## src/rtl/fp_mult_pkg.sv

```systemverilog
// Shared types, flag positions and constant helpers for the pipelined FP multiplier.
package fp_mult_pkg;

  // Operand classes after exponent-zero operands are flushed to signed zero
  typedef enum logic [2:0] {
    CLS_ZERO = 3'd0,
    CLS_NORM = 3'd1,
    CLS_INF  = 3'd2,
    CLS_QNAN = 3'd3,
    CLS_SNAN = 3'd4
  } fp_class_e;

  // Bit positions inside the 4-bit per-result flag vector
  localparam int FLG_INV = 3;
  localparam int FLG_OVF = 2;
  localparam int FLG_UNF = 1;
  localparam int FLG_NX  = 0;

  // Exponent bias for a given exponent field width
  function automatic int BIAS(input int exp_w);
    return int'((32'd1 << (exp_w - 1)) - 32'd1);
  endfunction

  // Canonical quiet NaN: sign 0, exponent all ones, only the fraction MSB set
  function automatic logic [63:0] QNAN(input int exp_w, input int man_w);
    return (((64'd1 << exp_w) - 64'd1) << man_w) | (64'd1 << (man_w - 1));
  endfunction

endpackage

```

## src/rtl/fp_round_rne.sv

```systemverilog
// Round-to-nearest-even on a normalised mantissa with guard/round/sticky bits.
module fp_round_rne
  import fp_mult_pkg::*;
#(
  parameter int MAN_W = 23
) (
  input  logic [MAN_W:0] mant,
  input  logic           guard,
  input  logic           round,
  input  logic           sticky,
  output logic [MAN_W:0] mant_out,
  output logic           carry,
  output logic           inexact
);

  logic             round_up_s;
  logic [MAN_W+1:0] sum_s;

  // Increment on above-half or on an exact tie with an odd LSB; renormalise a carry-out
  always_comb begin
    round_up_s = guard & (round | sticky | mant[0]);
    sum_s      = {1'b0, mant} + {{(MAN_W + 1){1'b0}}, round_up_s};
    carry      = sum_s[MAN_W+1];
    inexact    = guard | round | sticky;
    if (carry) begin
      mant_out = sum_s[MAN_W+1:1];
    end else begin
      mant_out = sum_s[MAN_W:0];
    end
  end

endmodule

```

## src/rtl/fp_mult_pipe.sv

```systemverilog
// Four-stage pipelined floating-point multiplier with valid/ready flow control,
// RNE rounding, DAZ/FTZ, special-value handling and a pass-through tag.
module fp_mult_pipe
  import fp_mult_pkg::*;
#(
  parameter int EXP_W = 8,
  parameter int MAN_W = 23,
  parameter int TAG_W = 4
) (
  input  logic                 clk,
  input  logic                 reset_n,
  input  logic                 in_valid,
  output logic                 in_ready,
  input  logic [EXP_W+MAN_W:0] in_a,
  input  logic [EXP_W+MAN_W:0] in_b,
  input  logic [TAG_W-1:0]     in_tag,
  output logic                 out_valid,
  input  logic                 out_ready,
  output logic [EXP_W+MAN_W:0] out_result,
  output logic [TAG_W-1:0]     out_tag,
  output logic [3:0]           out_flags
);

  localparam int W  = 1 + EXP_W + MAN_W;
  localparam int EW = EXP_W + 2;
  localparam int PW = 2 * (MAN_W + 1);
  localparam logic signed [EW-1:0] BIAS_S = EW'(BIAS(EXP_W));
  localparam logic signed [EW-1:0] EMAX_S = EW'((32'd1 << EXP_W) - 32'd1);
  localparam logic signed [EW-1:0] ONE_S  = EW'(32'sd1);
  localparam logic signed [EW-1:0] ZERO_S = EW'(32'sd0);
  localparam logic [W-1:0]         QNAN_V = W'(QNAN(EXP_W, MAN_W));

  function automatic fp_class_e classify(input logic [EXP_W-1:0] e, input logic [MAN_W-1:0] f);
    fp_class_e c;
    if (e == {EXP_W{1'b0}}) begin
      c = CLS_ZERO;
    end else if (e != {EXP_W{1'b1}}) begin
      c = CLS_NORM;
    end else if (f == {MAN_W{1'b0}}) begin
      c = CLS_INF;
    end else if (f[MAN_W-1]) begin
      c = CLS_QNAN;
    end else begin
      c = CLS_SNAN;
    end
    return c;
  endfunction

  // ---------------- handshake ----------------
  logic v1_r, v2_r, v3_r, out_valid_r, init_r;
  logic rdy1_s, rdy2_s, rdy3_s, rdy4_s, take_s;

  // A stage may load when it is empty or its content moves on this cycle
  always_comb begin
    rdy4_s   = !out_valid_r || out_ready;
    rdy3_s   = !v3_r || rdy4_s;
    rdy2_s   = !v2_r || rdy3_s;
    rdy1_s   = !v1_r || rdy2_s;
    in_ready = init_r && rdy1_s;
    take_s   = in_valid && in_ready;
  end

  // Hold off accepting operands until the first edge after reset release
  always_ff @(posedge clk or negedge reset_n) begin
    if (!reset_n) init_r <= 1'b0;
    else          init_r <= 1'b1;
  end

  // ---------------- S1: unpack / classify ----------------
  logic [EXP_W-1:0]     exp_a_s, exp_b_s;
  logic [MAN_W-1:0]     frac_a_s, frac_b_s;
  fp_class_e            cls_a_s, cls_b_s;
  logic                 sign_s, nan_any_s, snan_any_s, inf_any_s, zero_any_s;
  logic signed [EW-1:0] exp_sum_s;
  logic                 spec_s;
  logic [W-1:0]         spec_res_s;
  logic [3:0]           spec_flg_s;

  // Classify operands and resolve special-case results ahead of the datapath
  always_comb begin
    exp_a_s    = in_a[W-2:MAN_W];
    exp_b_s    = in_b[W-2:MAN_W];
    frac_a_s   = in_a[MAN_W-1:0];
    frac_b_s   = in_b[MAN_W-1:0];
    cls_a_s    = classify(exp_a_s, frac_a_s);
    cls_b_s    = classify(exp_b_s, frac_b_s);
    sign_s     = in_a[W-1] ^ in_b[W-1];
    exp_sum_s  = $signed({2'b00, exp_a_s}) + $signed({2'b00, exp_b_s}) - BIAS_S;
    snan_any_s = (cls_a_s == CLS_SNAN) || (cls_b_s == CLS_SNAN);
    nan_any_s  = snan_any_s || (cls_a_s == CLS_QNAN) || (cls_b_s == CLS_QNAN);
    inf_any_s  = (cls_a_s == CLS_INF) || (cls_b_s == CLS_INF);
    zero_any_s = (cls_a_s == CLS_ZERO) || (cls_b_s == CLS_ZERO);
    spec_s     = 1'b0;
    spec_res_s = {W{1'b0}};
    spec_flg_s = 4'b0000;
    if (nan_any_s) begin
      spec_s              = 1'b1;
      spec_res_s          = QNAN_V;
      spec_flg_s[FLG_INV] = snan_any_s;
    end else if (inf_any_s && zero_any_s) begin
      spec_s              = 1'b1;
      spec_res_s          = QNAN_V;
      spec_flg_s[FLG_INV] = 1'b1;
    end else if (inf_any_s) begin
      spec_s     = 1'b1;
      spec_res_s = {sign_s, {EXP_W{1'b1}}, {MAN_W{1'b0}}};
    end else if (zero_any_s) begin
      spec_s     = 1'b1;
      spec_res_s = {sign_s, {(W - 1){1'b0}}};
    end else begin
      spec_s = 1'b0;
    end
  end

  logic [TAG_W-1:0]     tag1_r, tag2_r, tag3_r;
  logic                 sign1_r, sign2_r, sign3_r;
  logic signed [EW-1:0] exp1_r, exp2_r, exp3_r;
  logic [MAN_W:0]       ma1_r, mb1_r, mant3_r;
  logic [PW-1:0]        prod2_r;
  logic                 spec1_r, spec2_r, spec3_r;
  logic [W-1:0]         sres1_r, sres2_r, sres3_r;
  logic [3:0]           sflg1_r, sflg2_r, sflg3_r;
  logic                 grd3_r, rnd3_r, stk3_r;

  // S1 register: capture operands, hidden-bit mantissas and the special-case verdict
  always_ff @(posedge clk or negedge reset_n) begin
    if (!reset_n) begin
      v1_r <= 1'b0; tag1_r <= {TAG_W{1'b0}}; sign1_r <= 1'b0; exp1_r <= ZERO_S;
      ma1_r <= {(MAN_W + 1){1'b0}}; mb1_r <= {(MAN_W + 1){1'b0}};
      spec1_r <= 1'b0; sres1_r <= {W{1'b0}}; sflg1_r <= 4'b0000;
    end else if (rdy1_s) begin
      v1_r <= take_s;
      if (take_s) begin
        tag1_r <= in_tag; sign1_r <= sign_s; exp1_r <= exp_sum_s;
        ma1_r <= {1'b1, frac_a_s}; mb1_r <= {1'b1, frac_b_s};
        spec1_r <= spec_s; sres1_r <= spec_res_s; sflg1_r <= spec_flg_s;
      end
    end
  end

  // ---------------- S2: mantissa product ----------------
  // S2 register: full-width mantissa product
  always_ff @(posedge clk or negedge reset_n) begin
    if (!reset_n) begin
      v2_r <= 1'b0; tag2_r <= {TAG_W{1'b0}}; sign2_r <= 1'b0; exp2_r <= ZERO_S;
      prod2_r <= {PW{1'b0}}; spec2_r <= 1'b0; sres2_r <= {W{1'b0}}; sflg2_r <= 4'b0000;
    end else if (rdy2_s) begin
      v2_r <= v1_r;
      if (v1_r) begin
        tag2_r <= tag1_r; sign2_r <= sign1_r; exp2_r <= exp1_r;
        prod2_r <= ma1_r * mb1_r;
        spec2_r <= spec1_r; sres2_r <= sres1_r; sflg2_r <= sflg1_r;
      end
    end
  end

  // ---------------- S3: normalise / GRS ----------------
  logic [MAN_W:0]       mant_n_s;
  logic                 grd_n_s, rnd_n_s, stk_n_s;
  logic signed [EW-1:0] exp_n_s;

  // Product lies in [1,4): shift by one when the MSB is set and bump the exponent
  always_comb begin
    if (prod2_r[PW-1]) begin
      mant_n_s = prod2_r[PW-1:MAN_W+1];
      grd_n_s  = prod2_r[MAN_W];
      rnd_n_s  = prod2_r[MAN_W-1];
      stk_n_s  = |prod2_r[MAN_W-2:0];
      exp_n_s  = exp2_r + ONE_S;
    end else begin
      mant_n_s = prod2_r[PW-2:MAN_W];
      grd_n_s  = prod2_r[MAN_W-1];
      rnd_n_s  = prod2_r[MAN_W-2];
      stk_n_s  = |prod2_r[MAN_W-3:0];
      exp_n_s  = exp2_r;
    end
  end

  // S3 register: normalised mantissa plus guard/round/sticky
  always_ff @(posedge clk or negedge reset_n) begin
    if (!reset_n) begin
      v3_r <= 1'b0; tag3_r <= {TAG_W{1'b0}}; sign3_r <= 1'b0; exp3_r <= ZERO_S;
      mant3_r <= {(MAN_W + 1){1'b0}}; grd3_r <= 1'b0; rnd3_r <= 1'b0; stk3_r <= 1'b0;
      spec3_r <= 1'b0; sres3_r <= {W{1'b0}}; sflg3_r <= 4'b0000;
    end else if (rdy3_s) begin
      v3_r <= v2_r;
      if (v2_r) begin
        tag3_r <= tag2_r; sign3_r <= sign2_r; exp3_r <= exp_n_s;
        mant3_r <= mant_n_s; grd3_r <= grd_n_s; rnd3_r <= rnd_n_s; stk3_r <= stk_n_s;
        spec3_r <= spec2_r; sres3_r <= sres2_r; sflg3_r <= sflg2_r;
      end
    end
  end

  // ---------------- S4: round / exceptions / pack ----------------
  logic [MAN_W:0]       rmant_s;
  logic                 rcarry_s, rnx_s;
  logic signed [EW-1:0] exp_r_s;
  logic [W-1:0]         res4_s;
  logic [3:0]           flg4_s;

  fp_round_rne #(.MAN_W(MAN_W)) u_round (
    .mant     (mant3_r),
    .guard    (grd3_r),
    .round    (rnd3_r),
    .sticky   (stk3_r),
    .mant_out (rmant_s),
    .carry    (rcarry_s),
    .inexact  (rnx_s)
  );

  // Apply rounding carry to the exponent, then pick special, overflow, underflow or normal result
  always_comb begin
    exp_r_s = rcarry_s ? (exp3_r + ONE_S) : exp3_r;
    res4_s  = {W{1'b0}};
    flg4_s  = 4'b0000;
    if (spec3_r) begin
      res4_s = sres3_r;
      flg4_s = sflg3_r;
    end else if (exp_r_s >= EMAX_S) begin
      res4_s          = {sign3_r, {EXP_W{1'b1}}, {MAN_W{1'b0}}};
      flg4_s[FLG_OVF] = 1'b1;
      flg4_s[FLG_NX]  = 1'b1;
    end else if (exp_r_s <= ZERO_S || !rmant_s[MAN_W]) begin
      // a missing hidden bit can only mean a subnormal; flush it like any underflow
      res4_s          = {sign3_r, {(W - 1){1'b0}}};
      flg4_s[FLG_UNF] = 1'b1;
      flg4_s[FLG_NX]  = 1'b1;
    end else begin
      res4_s         = {sign3_r, exp_r_s[EXP_W-1:0], rmant_s[MAN_W-1:0]};
      flg4_s[FLG_NX] = rnx_s;
    end
  end

  logic [W-1:0]     res_r;
  logic [TAG_W-1:0] tag4_r;
  logic [3:0]       flg_r;

  // S4 register drives the outputs; contents hold while the consumer stalls
  always_ff @(posedge clk or negedge reset_n) begin
    if (!reset_n) begin
      out_valid_r <= 1'b0; res_r <= {W{1'b0}}; tag4_r <= {TAG_W{1'b0}}; flg_r <= 4'b0000;
    end else if (rdy4_s) begin
      out_valid_r <= v3_r;
      if (v3_r) begin
        res_r <= res4_s; tag4_r <= tag3_r; flg_r <= flg4_s;
      end
    end
  end

  assign out_valid  = out_valid_r;
  assign out_result = res_r;
  assign out_tag    = tag4_r;
  assign out_flags  = flg_r;

endmodule
```

## config.mk

```make
export PLATFORM = sky130hd
export DESIGN_NAME = fp_mult_pipe
export DESIGN_NICKNAME = d
export VERILOG_FILES = /design/src/rtl/fp_mult_pkg.sv /design/src/rtl/fp_round_rne.sv /design/src/rtl/fp_mult_pipe.sv
export SDC_FILE = /design/constraint.sdc
export NUM_CORES = 2
export LEC_CHECK = 0
export CAP_MARGIN = 25
export CORE_ASPECT_RATIO = 0.5
export CORE_UTILIZATION = 55
export DETAILED_ROUTE_END_ITERATION = 12
export PLACE_DENSITY = 0.81
export SETUP_SLACK_MARGIN = 0.1
export SYNTH_ARGS = -nofsm -noshare
export SYNTH_HDL_FRONTEND = slang
export SYNTH_SLANG_ARGS = --single-unit
```

## constraint.sdc

```tcl
create_clock -name clk -period 7.6 [get_ports clk]
set_input_delay 1.14 -clock clk [delete_from_list [all_inputs] [get_ports clk]]
set_output_delay 1.14 -clock clk [all_outputs]
set_load 0.005 [all_outputs]
```

---- After elaboration in Yosys (flattened, before gate mapping) ----
Index checks and enable logic that the tools add are counted.
storage, ports and cells
  register bits ........................... 315
  bits in latches ......................... 0
  bits in writable memories ............... 0
  bits in read-only memories .............. 0
  output and inout port bits .............. 42
  word-level logic and storage cells ...... 120
  memories kept ........................... 0
cells by class
  add/sub/neg operators ................... 5
  multipliers ............................. 1
  div/mod/pow operators ................... 0
  $lt $le $gt $ge ......................... 2
  equal/unequal tests ..................... 8
  shift-type cells ........................ 0
  multiplexer cells ....................... 35
  bitwise operators ....................... 6
  reductions and logical operators ........ 30
operator list
  kind                                                  count
  2-to-1 mux 32 bit                                     5
  2-to-1 mux 31 bit                                     2
  multiplier 24 x 24 -> 48 bit                          1
  2-to-1 mux 24 bit                                     2
  zero test 23 bit                                      2
  2-to-1 mux 3 bit                                      9
  adder 24 x 1 -> 25 bit                                1
  OR reduction 22 bit                                   1
  OR reduction 21 bit                                   1
  adder 10 x 2 -> 10 bit, second input constant         2
  2-to-1 mux 10 bit                                     2
  zero test 8 bit                                       2
  != test 8 bit, second input constant                  2
  2-to-1 mux 1 bit                                      15
  equality test 3 x 2 -> 1 bit, second input constant   4
  >= comparator 10 x 9 -> 1 bit, second input constant  1
  <= comparator 10 x 1 -> 1 bit, second input constant  1
  logical OR 1 bit                                      10
  subtractor 9 x 7 -> 10 bit, second input constant     1
  adder 8 x 8 -> 9 bit                                  1
  AND reduction 2 bit                                   4
  equality test 3 bit, second input constant            2
  zero test 3 bit                                       2
  zero test 1 bit                                       5
  4 further kinds                                       9

---- Logic depth before layout (Yosys ltp) ----
  depth in word-level cells ............... 10
  gate-level depth with buffers ........... 25
  depth with buffers taken out ............ 23

---- By module ----
From an unflattened synthesis, not the netlist that was laid out.
unflattened totals
  cell total of the unflattened synthesis .. 3189
  area, all modules ....................... 29543.3 µm²
by module, submodules not included
  module        times used  cells an instance  area each (µm²)  sequential area each (µm²)
  fp_mult_pipe  1           3077               28846.4          5680.4
  fp_round_rne  1           112                696.9            0.0

---- Worst setup path after synthesis ----
OpenSTA, ideal clock, no wires.
  kind .................................... register to register
  start ................................... register mb1_r[3]
  end ..................................... register prod2_r[33]
  data arrival time ....................... 6474 ps
  path slack .............................. 1000 ps
  stages on the path, launching flop included .. 24
  cells stage by stage .................... dfrtp_1 clkbuf_1 nand2_1 fa_1 inv_1 fa_1 inv_1 fa_1 fa_1 inv_1 fa_1 inv_1 fa_1 fa_1 inv_1 ha_1 and3_1 and3_1 o21ai_0 nand3_1 a22oi_1 o21ai_0 a31o_2 a221o_1
on the way
  cells in the longest elaborated chain, start to end .. 1
RTL lines
  item                          line                 RTL
  from (decl)                   fp_mult_pipe.sv:118  logic [MAN_W:0] ma1_r, mb1_r, mant3_r;
  from (signal assigned)        fp_mult_pipe.sv:129  ma1_r <= {(MAN_W + 1){1'b0}}; mb1_r <= {(MAN_W + 1){1'b0}};
  from (signal assigned)        fp_mult_pipe.sv:135  ma1_r <= {1'b1, frac_a_s}; mb1_r <= {1'b1, frac_b_s};
  multiplier 24 x 24 -> 48 bit  fp_mult_pipe.sv:151  prod2_r <= ma1_r * mb1_r;
  to (signal assigned)          fp_mult_pipe.sv:151
  to (decl)                     fp_mult_pipe.sv:119  logic [PW-1:0] prod2_r;
No other way between the ends.
A chain may end at the register's enable or synchronous reset.

---- Worst setup path after layout ----
  start ................................... register mb1_r[17]
  end ..................................... register prod2_r[33]
The elaborated chain is that of the path after synthesis.

==> metrics.txt <==
status=finished with violations; failing checks=design-rule violations; GR Util All Layers=30.7%; clk_lat worst skew=0.55 ns; WS Path Type=flip-flop to flip-flop; CTS Sinks=227; R2R Path End=prod2_r[33]; Via density=5.66; max-slew violations=0; Pre-Repair DR Iteration Count=10; layout cell share with drive strength beyond 1=4.92%; clock tree buffer depth=3; largest net degree at the start of global routing=95; Top delay family on crit path=adder cells; syn avg cell area=8.98 um2; Final HPWL DP=63.5 mm; Final setup viols=0; Cell variety after synth=66; synthesized area=0.0293 mm2; Max Freq=138 MHz; CTS clk-pin slew, worst paths=0.07 ns; Fin. Hold Viols=0; shortest period the worst path allows=7.26 ns; Slew @ Worst Pin=1.09 ns; Fill cells=4318; Wirelength per Cell=20.0 um; CTS tree=built; period utilisation layout=95.5%; worst-case reg-to-reg path depth=21; Post-CTS Setup Inserts=0; die width=329 um; Die Height=165 um; Crit path top cell by count=fa_1; row cnt=59; clock skew=0.0259 ns; vias in the first global route=23500; Synth area leaders=fa_1 (33%), dfrtp_1 (19%), nand2_1 (8.5%); I/O pins=114; DIE AREA=0.0543 mm2; Total Wirelength=80.8 mm; worst-path cell chain=nand2_1 > fa_1 > inv_1 > fa_1 > fa_1 > fa_1 > fa_1 > fa_1 > inv_1 > fa_1 > inv_1 > ha_1 > a21oi_1 > a21boi_0 > o21ai_0 > and2_1 > a22oi_1 > buf_4 > o21ai_0 > a31o_2 > a221o_1; initial core utilization=56.1%; total grt overflow=0; Worst Hold Launch=sign1_r; Post-synth EDFFs=0; slew margin rel.=27.5%; Layout Nets=4065; RSZ-0062 raised after global routing=true; top-area cell type share of the netlist area=33.0%; Layout area overhead=9.50%; Vias=22900; CP Capture Type=flip-flop; Hold Path Depth=2; setup TNS=0 ns; Syn Nets=4013; H-tree Lvls=1; FF+latch count, synth=227; post-synth top area cell=fa_1; core footprint=0.0523 mm2; DRC violations left=20; max-cap viol count=0; yosys warns=0; type of origin of the critical path=flip-flop; clock root buffer=clkbuf_16; Post-DRT Antenna Nets=0; Arr. time, crit path=7.69 ns; CP Max Fanout=14; cts bufs inserted=23; GPL Wtd Cong=1.01; Slowest Stage Delay on Critical Path=1.06 ns; Hold Path Class=flip-flop to flip-flop; Initial DRC Count=2047; Buf+Inv Stages, Crit Path=4; PortBufs=113; initial antenna violation count=4; Critical Path RT=8.03 ns; Worst path slowest cell=dfrtp_1; first-pass GRT wire length=129 mm; Reg2Reg Setup Slack=0.34 ns; worst reg2reg startpoint=mb1_r[17]; WHS Endpoint=sign2_r; top_reg_cell synth=dfrtp_1; share of flip-flops with an asynchronous set or reset=100%; sequential-to-total area share from yosys stat=19.4%; Mapped Cells=3266
[cell usage after synthesis (31+ instances only)]
library cell,count
inv_1,574
nor2_1,61
and2_1,309
fa_1,483
xor2_1,31
dfrtp_1,227
xnor2_1,41
nand2_1,668
ha_1,192
o21ai_0,102
clkbuf_1,153
a21oi_1,61
nand3_1,34
[worst register-to-register path: stages (launching register included)]
cell and delay (ns):
dfrtp_1 1.06, nand2_1 0.18, fa_1 0.52, inv_1 0.09, fa_1 0.49, fa_1 0.56, fa_1 0.46, fa_1 0.48
fa_1 0.57, inv_1 0.07, fa_1 0.48, inv_1 0.04, ha_1 0.35, a21oi_1 0.19, a21boi_0 0.20, o21ai_0 0.12
and2_1 0.16, a22oi_1 0.18, buf_4 0.18, o21ai_0 0.18, a31o_2 0.30, a221o_1 0.28
[routing by layer]
| metal | wire length, um | vias to the layer above | track usage [%] |
|---|---|---|---|
| met2 | 34000 | 1158 | 45.4 |
| met3 | 10600 | 202 | 11.3 |
| li1 | - | 10200 | - |
| met1 | 33500 | 11300 | 42.1 |
| met4 | 2530 | 4 | 9.24 |
| met5 | 165 | - | 1.99 |
[cell type report]
cell class	count	area (um2)	area share [%]
Antenna cell	2	5.00	0.0156
Timing Repair Buffer	189	1730	5.37
Inverter	574	2150	6.71
Clock buffer	30	652	2.03
Tap cell	701	877	2.73
Clock inverter	10	115	0.358
Multi-Input combinational cell	2303	20900	65.0
Sequential cell	227	5700	17.7
[how the worst max path moves through the flow]
stage	from	end	slack, ns	depth (start not counted)
3_3_place_gp	ma1_r[17]	prod2_r[33]	0.47	22
2_1_floorplan	mb1_r[3]	prod2_r[33]	1.0	23
3_5_place_dp	ma1_r[16]	prod2_r[33]	0.39	22
5_1_grt	mb1_r[6]	prod2_r[33]	0.1	23
6_report	mb1_r[17]	prod2_r[33]	0.34	21
4_1_cts	ma1_r[16]	prod2_r[39]	0.38	23
[per-stage QoR]
stage | hold slack, ns | area, um2 | utilization (%) | setup slack [ns] | cells
2_1_floorplan | 0.433 | 29300 | - | 1.00 | 3266
3_3_place_gp | 0.444 | 31300 | 59.8 | 0.470 | 3993
3_5_place_dp | 0.451 | 31300 | 59.8 | 0.386 | 3993
4_1_cts | 0.467 | 32100 | 61.3 | 0.380 | 4033
5_1_grt | 0.493 | 32100 | 61.4 | 0.0969 | 4034
6_report | 0.467 | 32100 | 61.4 | 0.341 | 4036
[state kept, by name, indices dropped and copies added (netlist names), 10 cells and up]
name,count
exp3_r,10
exp2_r,10
mant3_r,24
exp1_r,10
prod2_r,48
ma1_r,24
mb1_r,23
out_result,32
[logic make-up after synthesis]
kind of cell    count (synthesis)  share of synthesized area (%)
other cells                     1                         0.0128
buf+inv                       736                           9.49
fa+ha+maj                     675                           41.1
compound gates                319                           7.08
xor+xnor                       72                           2.15
mux                            42                           1.48
simple gates                 1194                           19.3
flops                         227                           19.4
[cell usage in the layout, fill, tap and decap left out, types with 17 or more instances in the layout]
cell type        instances
a21o_1                  29
a21oi_1                 61
and2_1                 309
and3_1                  17
buf_4                   75
clkbuf_16               23
clkdlybuf4s50_1        112
dfrtp_1                211
fa_1                   483
ha_1                   192
inv_1                  574
mux2i_1                 30
nand2_1                665
nand3_1                 34
nand4_1                 29
nor2_1                  61
nor3_1                  19
nor4_1                  22
o211ai_1                17
o21ai_0                102
xnor2_1                 41
xor2_1                  31
[what timing repair did]
action | CTS | global route
setup endpoints to repair | 0 | 12
resized for setup | 0 | 17
hold buffers | 0 | 0
Power is left out: the tool's default activity adds up to more than one toggle a clock period on the data nets, which glitch-free logic cannot reach.
